--- config.mk ---
export PLATFORM = sky130hd
export DESIGN_NAME = sequence_generator
export DESIGN_NICKNAME = d
export VERILOG_FILES = /design/src/rtl/seq_gen_pkg.sv /design/src/rtl/piso_shift_reg.sv /design/src/rtl/sequence_generator.sv
export SDC_FILE = /design/constraint.sdc
export NUM_CORES = 1
export LEC_CHECK = 0
export ABC_AREA = 1
export BUFFER_PORTS_ARGS = -buffer_cell sky130_fd_sc_hd__buf_2
export CAP_MARGIN = 20
export CELL_PAD_IN_SITES_DETAIL_PLACEMENT = 0
export CELL_PAD_IN_SITES_GLOBAL_PLACEMENT = 2
export CORE_ASPECT_RATIO = 1.4
export CORE_UTILIZATION = 27
export DETAILED_ROUTE_END_ITERATION = 10
export GPL_TIMING_DRIVEN = 0
export PLACE_DENSITY = 0.7
export SYNTH_ARGS = -nofsm -noshare
export SYNTH_HDL_FRONTEND = slang
export SYNTH_SLANG_ARGS = --single-unit
--- constraint.sdc ---
create_clock -name clk -period 1 [get_ports clk]
set_input_delay 0.1 -clock clk [delete_from_list [all_inputs] [get_ports clk]]
set_output_delay 0.1 -clock clk [all_outputs]
set_load 0.01 [all_outputs]
--- src/rtl/seq_gen_pkg.sv ---
// Shared types and helpers for the serial pattern transmitter.
package seq_gen_pkg;

  typedef enum logic [1:0] {
    S_IDLE = 2'd0,
    S_SEND = 2'd1,
    S_GAP  = 2'd2
  } state_t;

  // Counter width for a count range of n values, never narrower than one bit.
  function automatic int cnt_width(input int n);
    int w;
    w = $clog2(n);
    if (w < 1) begin
      w = 1;
    end else begin
      w = w;
    end
    return w;
  endfunction

endpackage

--- src/rtl/piso_shift_reg.sv ---
// Parallel-load, serial-out shifter, MSB first; load has priority over shift.
module piso_shift_reg
  import seq_gen_pkg::*;
#(
  parameter int WIDTH = 3
) (
  input  logic             clk,
  input  logic             reset,
  input  logic             load,
  input  logic             shift,
  input  logic [WIDTH-1:0] din,
  output logic             msb,
  output logic             next_msb
);

  logic [WIDTH-1:0] data_r;

  // Shift register storage.
  always_ff @(posedge clk) begin
    if (!reset) begin
      data_r <= '0;
    end else if (load) begin
      data_r <= din;
    end else if (shift) begin
      data_r <= {data_r[WIDTH-2:0], 1'b0};
    end else begin
      data_r <= data_r;
    end
  end

  assign msb      = data_r[WIDTH-1];
  assign next_msb = data_r[WIDTH-2];

endmodule

--- src/rtl/sequence_generator.sv ---
// Serial pattern transmitter: sends a captured pattern MSB-first for a number
// of repetitions with an optional idle gap between repetitions.
module sequence_generator
  import seq_gen_pkg::*;
#(
  parameter int WIDTH = 3,
  parameter int REP_W = 4,
  parameter int GAP   = 1
) (
  input  logic             clk,
  input  logic             reset,
  input  logic             start,
  input  logic [WIDTH-1:0] pattern,
  input  logic [REP_W-1:0] reps,
  output logic             ready,
  output logic             out_bit,
  output logic             out_valid,
  output logic             frame_end,
  output logic             done
);

  localparam int BIT_W = cnt_width(WIDTH);
  localparam int GAP_W = cnt_width(GAP + 1);
  localparam logic [BIT_W-1:0] LAST_BIT = BIT_W'(WIDTH - 1);
  localparam logic [GAP_W-1:0] LAST_GAP = GAP_W'((GAP > 0) ? (GAP - 1) : 0);

  state_t           state_r, state_n;
  logic [BIT_W-1:0] bit_cnt_r, bit_n;
  logic [GAP_W-1:0] gap_cnt_r, gap_n;
  logic [REP_W-1:0] rep_cnt_r, rep_n;
  logic [WIDTH-1:0] pat_r, pat_n;

  logic             load_s, shift_s;
  logic [WIDTH-1:0] load_val_s;
  logic             sh_msb_s, sh_next_s;

  logic             ready_n, valid_n, bit_out_n, fe_n, done_n;

  piso_shift_reg #(.WIDTH(WIDTH)) u_piso (
    .clk      (clk),
    .reset    (reset),
    .load     (load_s),
    .shift    (shift_s),
    .din      (load_val_s),
    .msb      (sh_msb_s),
    .next_msb (sh_next_s)
  );

  // Next-state, counter and next-output logic; outputs describe the coming cycle.
  always_comb begin
    state_n    = state_r;
    bit_n      = bit_cnt_r;
    gap_n      = gap_cnt_r;
    rep_n      = rep_cnt_r;
    pat_n      = pat_r;
    load_s     = 1'b0;
    shift_s    = 1'b0;
    load_val_s = pat_r;
    ready_n    = 1'b0;
    valid_n    = 1'b0;
    bit_out_n  = 1'b0;
    fe_n       = 1'b0;
    done_n     = 1'b0;

    case (state_r)
      S_IDLE: begin
        ready_n = 1'b1;
        if (start) begin
          pat_n = pattern;
          rep_n = reps;
          bit_n = '0;
          gap_n = '0;
          if (reps == '0) begin
            done_n = 1'b1;
          end else begin
            state_n    = S_SEND;
            load_s     = 1'b1;
            load_val_s = pattern;
            ready_n    = 1'b0;
            valid_n    = 1'b1;
            bit_out_n  = pattern[WIDTH-1];
          end
        end else begin
          state_n = S_IDLE;
        end
      end

      S_SEND: begin
        if (bit_cnt_r != LAST_BIT) begin
          shift_s   = 1'b1;
          bit_n     = bit_cnt_r + BIT_W'(1);
          valid_n   = 1'b1;
          bit_out_n = sh_next_s;
          fe_n      = (bit_n == LAST_BIT);
        end else begin
          // Last bit of a repetition is on the line now: reload for the next one.
          rep_n  = rep_cnt_r - REP_W'(1);
          load_s = 1'b1;
          bit_n  = '0;
          gap_n  = '0;
          if (rep_cnt_r == REP_W'(1)) begin
            state_n = S_IDLE;
            done_n  = 1'b1;
            ready_n = 1'b1;
          end else if (GAP > 0) begin
            state_n = S_GAP;
          end else begin
            state_n   = S_SEND;
            valid_n   = 1'b1;
            bit_out_n = pat_r[WIDTH-1];
          end
        end
      end

      S_GAP: begin
        if (gap_cnt_r == LAST_GAP) begin
          state_n   = S_SEND;
          gap_n     = '0;
          valid_n   = 1'b1;
          bit_out_n = sh_msb_s;
        end else begin
          gap_n = gap_cnt_r + GAP_W'(1);
        end
      end

      default: begin
        state_n = S_IDLE;
        ready_n = 1'b1;
      end
    endcase
  end

  // State, counters and registered outputs.
  always_ff @(posedge clk) begin
    if (!reset) begin
      state_r   <= S_IDLE;
      bit_cnt_r <= '0;
      gap_cnt_r <= '0;
      rep_cnt_r <= '0;
      pat_r     <= '0;
      ready     <= 1'b1;
      out_valid <= 1'b0;
      out_bit   <= 1'b0;
      frame_end <= 1'b0;
      done      <= 1'b0;
    end else begin
      state_r   <= state_n;
      bit_cnt_r <= bit_n;
      gap_cnt_r <= gap_n;
      rep_cnt_r <= rep_n;
      pat_r     <= pat_n;
      ready     <= ready_n;
      out_valid <= valid_n;
      out_bit   <= bit_out_n;
      frame_end <= fe_n;
      done      <= done_n;
    end
  end

endmodule
==> results of run 1 <==
-- flip-flops by register name (all words and copies together), names as in the netlist --
register / flops
pat_r: 3
u_piso.data_r: 3
out_bit: 1
bit_cnt_r: 2
done: 1
out_valid: 1
ready: 1
rep_cnt_r: 4
state_r: 2
frame_end: 1
-- layout make-up --
class	count	area [um2]
fillers	372	2076
multi-input cells	95	558.0
flip-flops and latches	19	390.4
repair buffers	20	125.1
inverters	18	75.07
well taps	40	50.05
clock buffers	3	41.29
plain buffers	2	25.02
clock inverters	1	6.256
-- critical path: stages, from the launching register on --
cell	delay [ns]
dfxtp_4	0.38
inv_4	0.08
nand2_4	0.05
nor2_4	0.16
nand2_4	0.11
nand2_4	0.08
nand3_2	0.06
nor2_1	0.09
nor2_1	0.04
-- worst min path at each step --
stage,start,slack (ns),depth (start not counted),endpoint
finish,pattern[1],0.12,3,pat_r[1]
floorplan,pattern[1],0.27,2,pat_r[1]
global route,pattern[1],0.13,3,pat_r[1]
global placement,pattern[1],0.37,3,pat_r[1]
CTS,pattern[1],0.11,3,pat_r[1]
detailed placement,pattern[1],0.38,3,pat_r[1]
-- cells in the final DEF, fill, tap and decap left out --
| cell type | netlist | final |
|---|---|---|
| a21oi_1 | 12 | 8 |
| dfxtp_2 | 0 | 2 |
| nor2_2 | 0 | 3 |
| inv_4 | 0 | 2 |
| a211oi_2 | 0 | 1 |
| inv_2 | 2 | 3 |
| nor2_4 | 2 | 3 |
| dfxtp_1 | 19 | 15 |
| buf_6 | 1 | 2 |
| o31ai_1 | 1 | 1 |
| clkbuf_8 | 0 | 3 |
| inv_1 | 16 | 13 |
| a31oi_1 | 1 | 1 |
| nor2_1 | 18 | 14 |
| o21ai_1 | 1 | 9 |
| nand2_1 | 26 | 22 |
| nand2_2 | 3 | 4 |
| nand3_2 | 0 | 3 |
| inv_6 | 0 | 1 |
| o21ai_0 | 12 | 4 |
| buf_4 | 0 | 5 |
| or2_4 | 0 | 1 |
| dfxtp_4 | 0 | 2 |
| buf_2 | 1 | 14 |
| a21oi_2 | 0 | 4 |
| buf_12 | 0 | 1 |
| nand2_4 | 3 | 6 |
| ha_1 | 2 | 2 |
| nand3b_1 | 1 | 1 |
| nand3_1 | 11 | 8 |
-- power groups by stage --
stage                     Combinational, mW  Clock (mW)  Sequential (mW)
after global placement                0.363           0            0.876
after detailed placement              0.367           0            0.877
final                                 0.455       0.573            0.867
after CTS                             0.429       0.599            0.864
after floorplan                       0.265           0            0.874
after global routing                  0.515       0.615            0.875
-- timing repair --
action | 4_1_cts | 5_1_grt
resized for setup | 21 | 16
cloned | 0 | 0
setup buffers | 6 | 1
setup endpoints to repair | 17 | 19
pin swaps | 4 | 6
-- cell families after synthesis --
logic type      count (synthesis)
simple gates                   65
fa+ha+maj                       2
flops                          19
compound gates                 28
buf+inv                        20
-- per-layer routing --
layer,vias up,wire length [um],GRT usage (%)
li1,483,-,-
met1,426,1075,17.93
met2,18,1316,25.36
met3,2,61,1.887
met4,0,25,7.207
met5,-,0,0
-- per-stage QoR --
step	TNS, ns	hold slack (ns)	util [%]	area (um2)
after global placement	-1.798	0.3747	32.19	1077
after global routing	-2.663	0.1283	37.98	1271
final	-1.292	0.1164	37.98	1271
after detailed placement	-2.005	0.3832	32.19	1077
after CTS	-1.476	0.1079	36.34	1216
after floorplan	-0.3824	0.2650	-	962.2
==> metrics.md, run 1 <==
| Metric | Value |
|---|---|
| Post-synthesis net count | `146` |
| Dpl cells | `187` |
| Post-Route WL | `about 2500 um` |
| H-tree level count | `1` |
| Post-Syn Area | `944.7 um2` |
| Ports | `15` |
| Reg2Reg Depth | `8` |
| HPWL after detailed placement | `around 1800 um` |
| Drt pass-1 iters | `4` |
| Min-delay worst type | `primary input to flop` |
| FMAX | `between 800 and 900 MHz` |
| Leading area contributor after synthesis | `dfxtp_1` |
| CP Capture Point | `u_piso.data_r[1]` |
| Simple-Gate Fraction of Synth Area | `roughly 33%` |
| Adder-Cell Fraction of Synth Area | `about 2.6%` |
| Peak supply drop | `between 700 and 800 uV` |
| Reg clk slew, reported paths | `0.09 ns` |
| Critical path class | `flop to flop` |
| RSZ-0062 raised after global routing | `true` |
| CTS buffer count | `3` |
| Ranking of synthesized cells by area | `dfxtp_1 (40%), nand2_1 (10%), nor2_1 (7.2%)` |
| Remaining antenna violation count after routing | `0` |
| Initial DRC count | `11` |
| Synth cell count leaders | `nand2_1 (26), dfxtp_1 (19), nor2_1 (18)` |
| Post-place setup slack | `-0.2546 ns` |
| Final total power | `1.894 mW` |
| Final Hold Viols | `0` |
| CORE AREA | `approximately 3300 um2` |
| Total global-route track usage | `14.88%` |
| Worst-Skew Late Latency | `approximately 0.27 ns` |
| Top-area cell type share of the netlist area | `40.26%` |
| Number of global-route vias before repair | `roughly 900` |
| Area grow syn2layout | `34.57%` |
| Crit path launch type | `flop` |
| Number of synthesized flops with an enable pin | `0` |
| Largest net degree at the start of global routing | `13` |
| Part of the power in the clock network | `between 30% and 40%` |
| Synth warn | `0` |
| DIE WIDTH | `roughly 52 um` |
| RR Endpoint | `u_piso.data_r[1]` |
| Sequential power share | `between 40 and 50%` |
| Final Setup Violations | `17` |
| Worst setup path startpoint | `state_r[1]` |
| Max Slew Vio Count | `0` |
| Failing checks | `negative setup slack` |
| Comb pwr share | `24.0%` |
| Total number of vias | `approximately 930` |
| Final net count | `about 170` |
| RePlAce Congestion | `0.7975` |
| Initial antenna violation count | `0` |
| CTS tree | `yes` |
| Remaining DRCs | `0` |
| Post-synthesis cell type count | `20` |
| Compound-gate portion of the synthesized area | `between 10% and 20%` |
| XOR/XNOR Fraction of Synth Area | `0%` |
| Lkg Pwr | `about 0.59 nW` |
| Longest Clk Path Bufs | `2` |
| Clk_skew | `0.01450 ns` |
| Register bit total from synthesis | `19` |
| CP Data Arrival Time | `approximately 1.3 ns` |
| Max Cap Viol | `0` |
| Status | `finished, violations left` |
| Slew of the pin with the lowest slew margin | `roughly 0.28 ns` |
| Layout cells sized above 1 | `between 30% and 40%` |
| Clk root buf | `clkbuf_8` |
| Switching pwr | `around 600 uW` |
| Worst Path Required | `~1.2 ns` |
| R2r setup slk | `-0.15 ns` |
| Port-buffer cells | `13` |
| Total congestion overflow | `0` |
| Die height | `71.99 um` |
| Setup ws final | `-0.1517 ns` |
| Power Internal | `around 1.3 mW` |
| Die ar. | `roughly 3700 um2` |
| PD cells | `roughly 1500 nW/um2` |
| Hold_buf cts | `0` |
| FF-to-FF Start | `state_r[1]` |
| Most common cell in the netlist | `nand2_1` |
| Critical Path Sink Type | `flop` |
| Initial core utilization | `between 20% and 30%` |
| Post-route insts no fill | `198` |
| Tcrit/Tclk final | `115.2%` |
| Wire per inst | `roughly 13 um` |
| Antenna cell count | `0` |
| Maximum fanout along the worst path | `6` |
| Seq/Total Area, Yosys | `a little over 40%` |
| Cell count after synthesis | `between 100 and 150` |
| Mux cell area share after synthesis | `0%` |
| Relative slew slack | `between 80% and 90%` |
| Main combinational cell family by area after synthesis | `simple AND/OR/NAND/NOR gates` |
| Vias per inst | `4.692` |
| Ys async rst share | `0%` |
| First-pass GRT wire length | `approximately 4100 um` |
| Top FF cell, synth | `dfxtp_1` |
| Mapped Avg Cell Area | `~7.0 um2` |
| # rows | `25` |
| Period minus WS final | `between 1 and 1.5 ns` |
| Clk sinks | `19` |
| Sw Share | `31.74%` |
(Power assumes the default switching activity.)
==> run 2, diff against run 1 <==
--- a/config.mk
+++ b/config.mk
@@ -6,6 +6,7 @@
 export NUM_CORES = 1
 export LEC_CHECK = 0
 export ABC_AREA = 1
+export ABC_CLOCK_PERIOD_IN_PS = 1000
 export BUFFER_PORTS_ARGS = -buffer_cell sky130_fd_sc_hd__buf_2
 export CAP_MARGIN = 20
 export CELL_PAD_IN_SITES_DETAIL_PLACEMENT = 0
@@ -14,7 +15,7 @@
 export CORE_UTILIZATION = 27
 export DETAILED_ROUTE_END_ITERATION = 10
 export GPL_TIMING_DRIVEN = 0
-export PLACE_DENSITY = 0.7
+export PLACE_DENSITY = 0.79
 export SYNTH_ARGS = -nofsm -noshare
 export SYNTH_HDL_FRONTEND = slang
 export SYNTH_SLANG_ARGS = --single-unit
==> run 2 against run 1 <==
Against the previous run: the run still ends with negative setup slack left; clock skew is 0.0095 ns lower; total power grew 0.97%; combinational power grew 8.8%; critical endpoint is now rep_cnt_r[1]; highest routed layer unchanged.
==> metrics.md, run 2 (same netlist as run 1, synthesis figures left out) <==
| Metric | Value |
|---|---|
| Wire per inst | `12.02 um` |
| HPWL after detailed placement | `around 1700 um` |
| Number of global-route vias before repair | `824` |
| Port-buffer cells | `13` |
| DIE WIDTH | `~52 um` |
| Longest Clk Path Bufs | `2` |
| # rows | `25` |
| Total congestion overflow | `0` |
| H-tree level count | `1` |
| Remaining DRCs | `0` |
| FMAX | `around 840 MHz` |
| Initial DRC count | `11` |
| R2r setup slk | `-0.19 ns` |
| Final core occ | `between 30% and 40%` |
| Largest registers | `rep_cnt_r: 4 flops, pat_r: 3 flops, u_piso.data_r: 3 flops` |
| Die ar. | `between 3000 and 4000 um2` |
| Final net count | `between 150 and 200` |
| Ports | `15` |
| FF-to-FF Start | `state_r[1]` |
| Critical path class | `flop to flop` |
| Slew of the pin with the lowest slew margin | `a little over 0.3 ns` |
| Commonest non-fill, non-tap cell in the layout | `nand2_1` |
| Largest net degree at the start of global routing | `11` |
| Length of routed wiring on met1 | `about 1000 um` |
| Post-place setup slack | `-0.2606 ns` |
| Max Cap Viol | `0` |
| Hold path start | `pattern[1]` |
| PD cells | `around 1500 nW/um2` |
| CP Data Arrival Time | `around 1.4 ns` |
| Clk sinks | `19` |
| Total global-route track usage | `~14%` |
| Routed met2 length | `around 1300 um` |
| Drt pass-1 iters | `4` |
| Min-delay worst type | `primary input to flop` |
| Most frequent cells in the layout | `nand2_1 (19), dfxtp_1 (15), inv_1 (14), buf_2 (14), nor2_1 (14)` |
| Worst Path Required | `1.20 ns` |
| Tcrit/Tclk final | `119.0%` |
| Failing checks | `negative setup slack` |
| Clk_skew | `around 0.005 ns` |
| Initial antenna violation count | `0` |
| Worst-Skew Late Latency | `0.26 ns` |
| WHS Path Cells | `3` |
| Status | `finished, violations left` |
| CORE AREA | `approximately 3300 um2` |
| Relative slew slack | `between 70% and 80%` |
| Max FFs per register | `4` |
| Peak supply drop | `a little under 700 uV` |
| First-pass GRT wire length | `just under 4000 um` |
| Layout cells sized above 1 | `about two fifths` |
| Total number of vias | `between 900 and 1000` |
| Max Slew Vio Count | `0` |
| Antenna cell count | `0` |
| DR top layer | `met4` |
| Initial core utilization | `between 20 and 30%` |
| Final Setup Violations | `18` |
| Maximum fanout along the worst path | `5` |
| Crit path launch type | `flop` |
| Critical Path Sink Type | `flop` |
| Met3 WL | `70 um` |
| RePlAce Congestion | `~0.77` |
| Period minus WS final | `1.190 ns` |
| Die height | `approximately 72 um` |
| Hold Slack | `0.09883 ns` |
| Post-Route WL | `2429 um` |
| Remaining antenna violation count after routing | `0` |
| Hold Path Sink | `pat_r[1]` |
| Area grow syn2layout | `39.60%` |
| RR Endpoint | `rep_cnt_r[1]` |
| Final Hold Viols | `0` |
| Setup ws final | `-0.1904 ns` |
| Largest Register | `rep_cnt_r` |
| CTS tree | `yes` |
| Reg clk slew, reported paths | `0.08 ns` |
| Fillers | `roughly 350` |
| RSZ-0062 raised after global routing | `true` |
| Clk root buf | `clkbuf_8` |
| Lkg Pwr | `between 0.6 and 0.7 nW` |
| Vias per inst | `around 4.6` |
| CTS buffer count | `3` |
| Reg2Reg Depth | `8` |
| Hold_buf cts | `0` |
[run 2: how the worst max path moves through the flow]
stage | from | end | cells past startpoint | slack (ns)
after floorplan | state_r[1] | u_piso.data_r[1] | 8 | -0.09
after global placement | state_r[0] | u_piso.data_r[1] | 8 | -0.23
after detailed placement | state_r[1] | rep_cnt_r[1] | 6 | -0.26
after CTS | state_r[1] | u_piso.data_r[2] | 8 | -0.15
final | state_r[1] | rep_cnt_r[1] | 8 | -0.19
after global routing | state_r[1] | rep_cnt_r[1] | 8 | -0.26
[run 2: timing repair]
action,in CTS,in global routing
resized for setup,13,24
setup endpoints to repair,18,19
cloned,0,1
setup buffers,9,1
pin swaps,9,11
[run 2: layout make-up]
type	instances	area, um2	share of cell area [%]
Buffer	2	20.02	1.518
Multi-Input combinational cell	95	573.1	43.45
Timing Repair Buffer	24	165.2	12.52
Clock buffer	4	45.04	3.416
Inverter	18	75.07	5.693
Sequential cell	19	390.4	29.60
Tap cell	40	50.05	3.795
[run 2: report_power, final]
part / leakage (nW) / internal (mW) / switching, mW
registers: 0.159 / 0.820 / 0.0415
logic: 0.427 / 0.211 / 0.283
clock network: 0.0228 / 0.284 / 0.273
total: 0.608 / 1.31 / 0.597
[run 2: per-layer routing]
| layer | track usage (%) | up-vias |
|---|---|---|
| met4 | 5.405 | 0 |
| met1 | 15.44 | 432 |
| li1 | - | 487 |
| met3 | 2.935 | 5 |
| met5 | 0 | - |
| met2 | 25.36 | 11 |
[run 2: stage by stage]
| stage | instances | total power, mW | setup TNS, ns | area (um2) |
|---|---|---|---|---|
| after detailed placement | 187 | 1.241 | -1.957 | 1077 |
| after global routing | 202 | 2.016 | -3.308 | 1319 |
| after global placement | 187 | 1.236 | -1.714 | 1077 |
| after CTS | 200 | 1.849 | -1.734 | 1215 |
| after floorplan | 134 | 1.138 | -0.3824 | 962.2 |
| final | 202 | 1.912 | -2.253 | 1319 |
[run 2: worst max-delay path: stages (launching register included)]
cell,delay (ns)
dfxtp_4,0.40
inv_4,0.05
buf_4,0.13
nand2_4,0.10
buf_8,0.13
nand2_1,0.06
o21ai_2,0.06
o21ai_1,0.07
a21oi_1,0.12
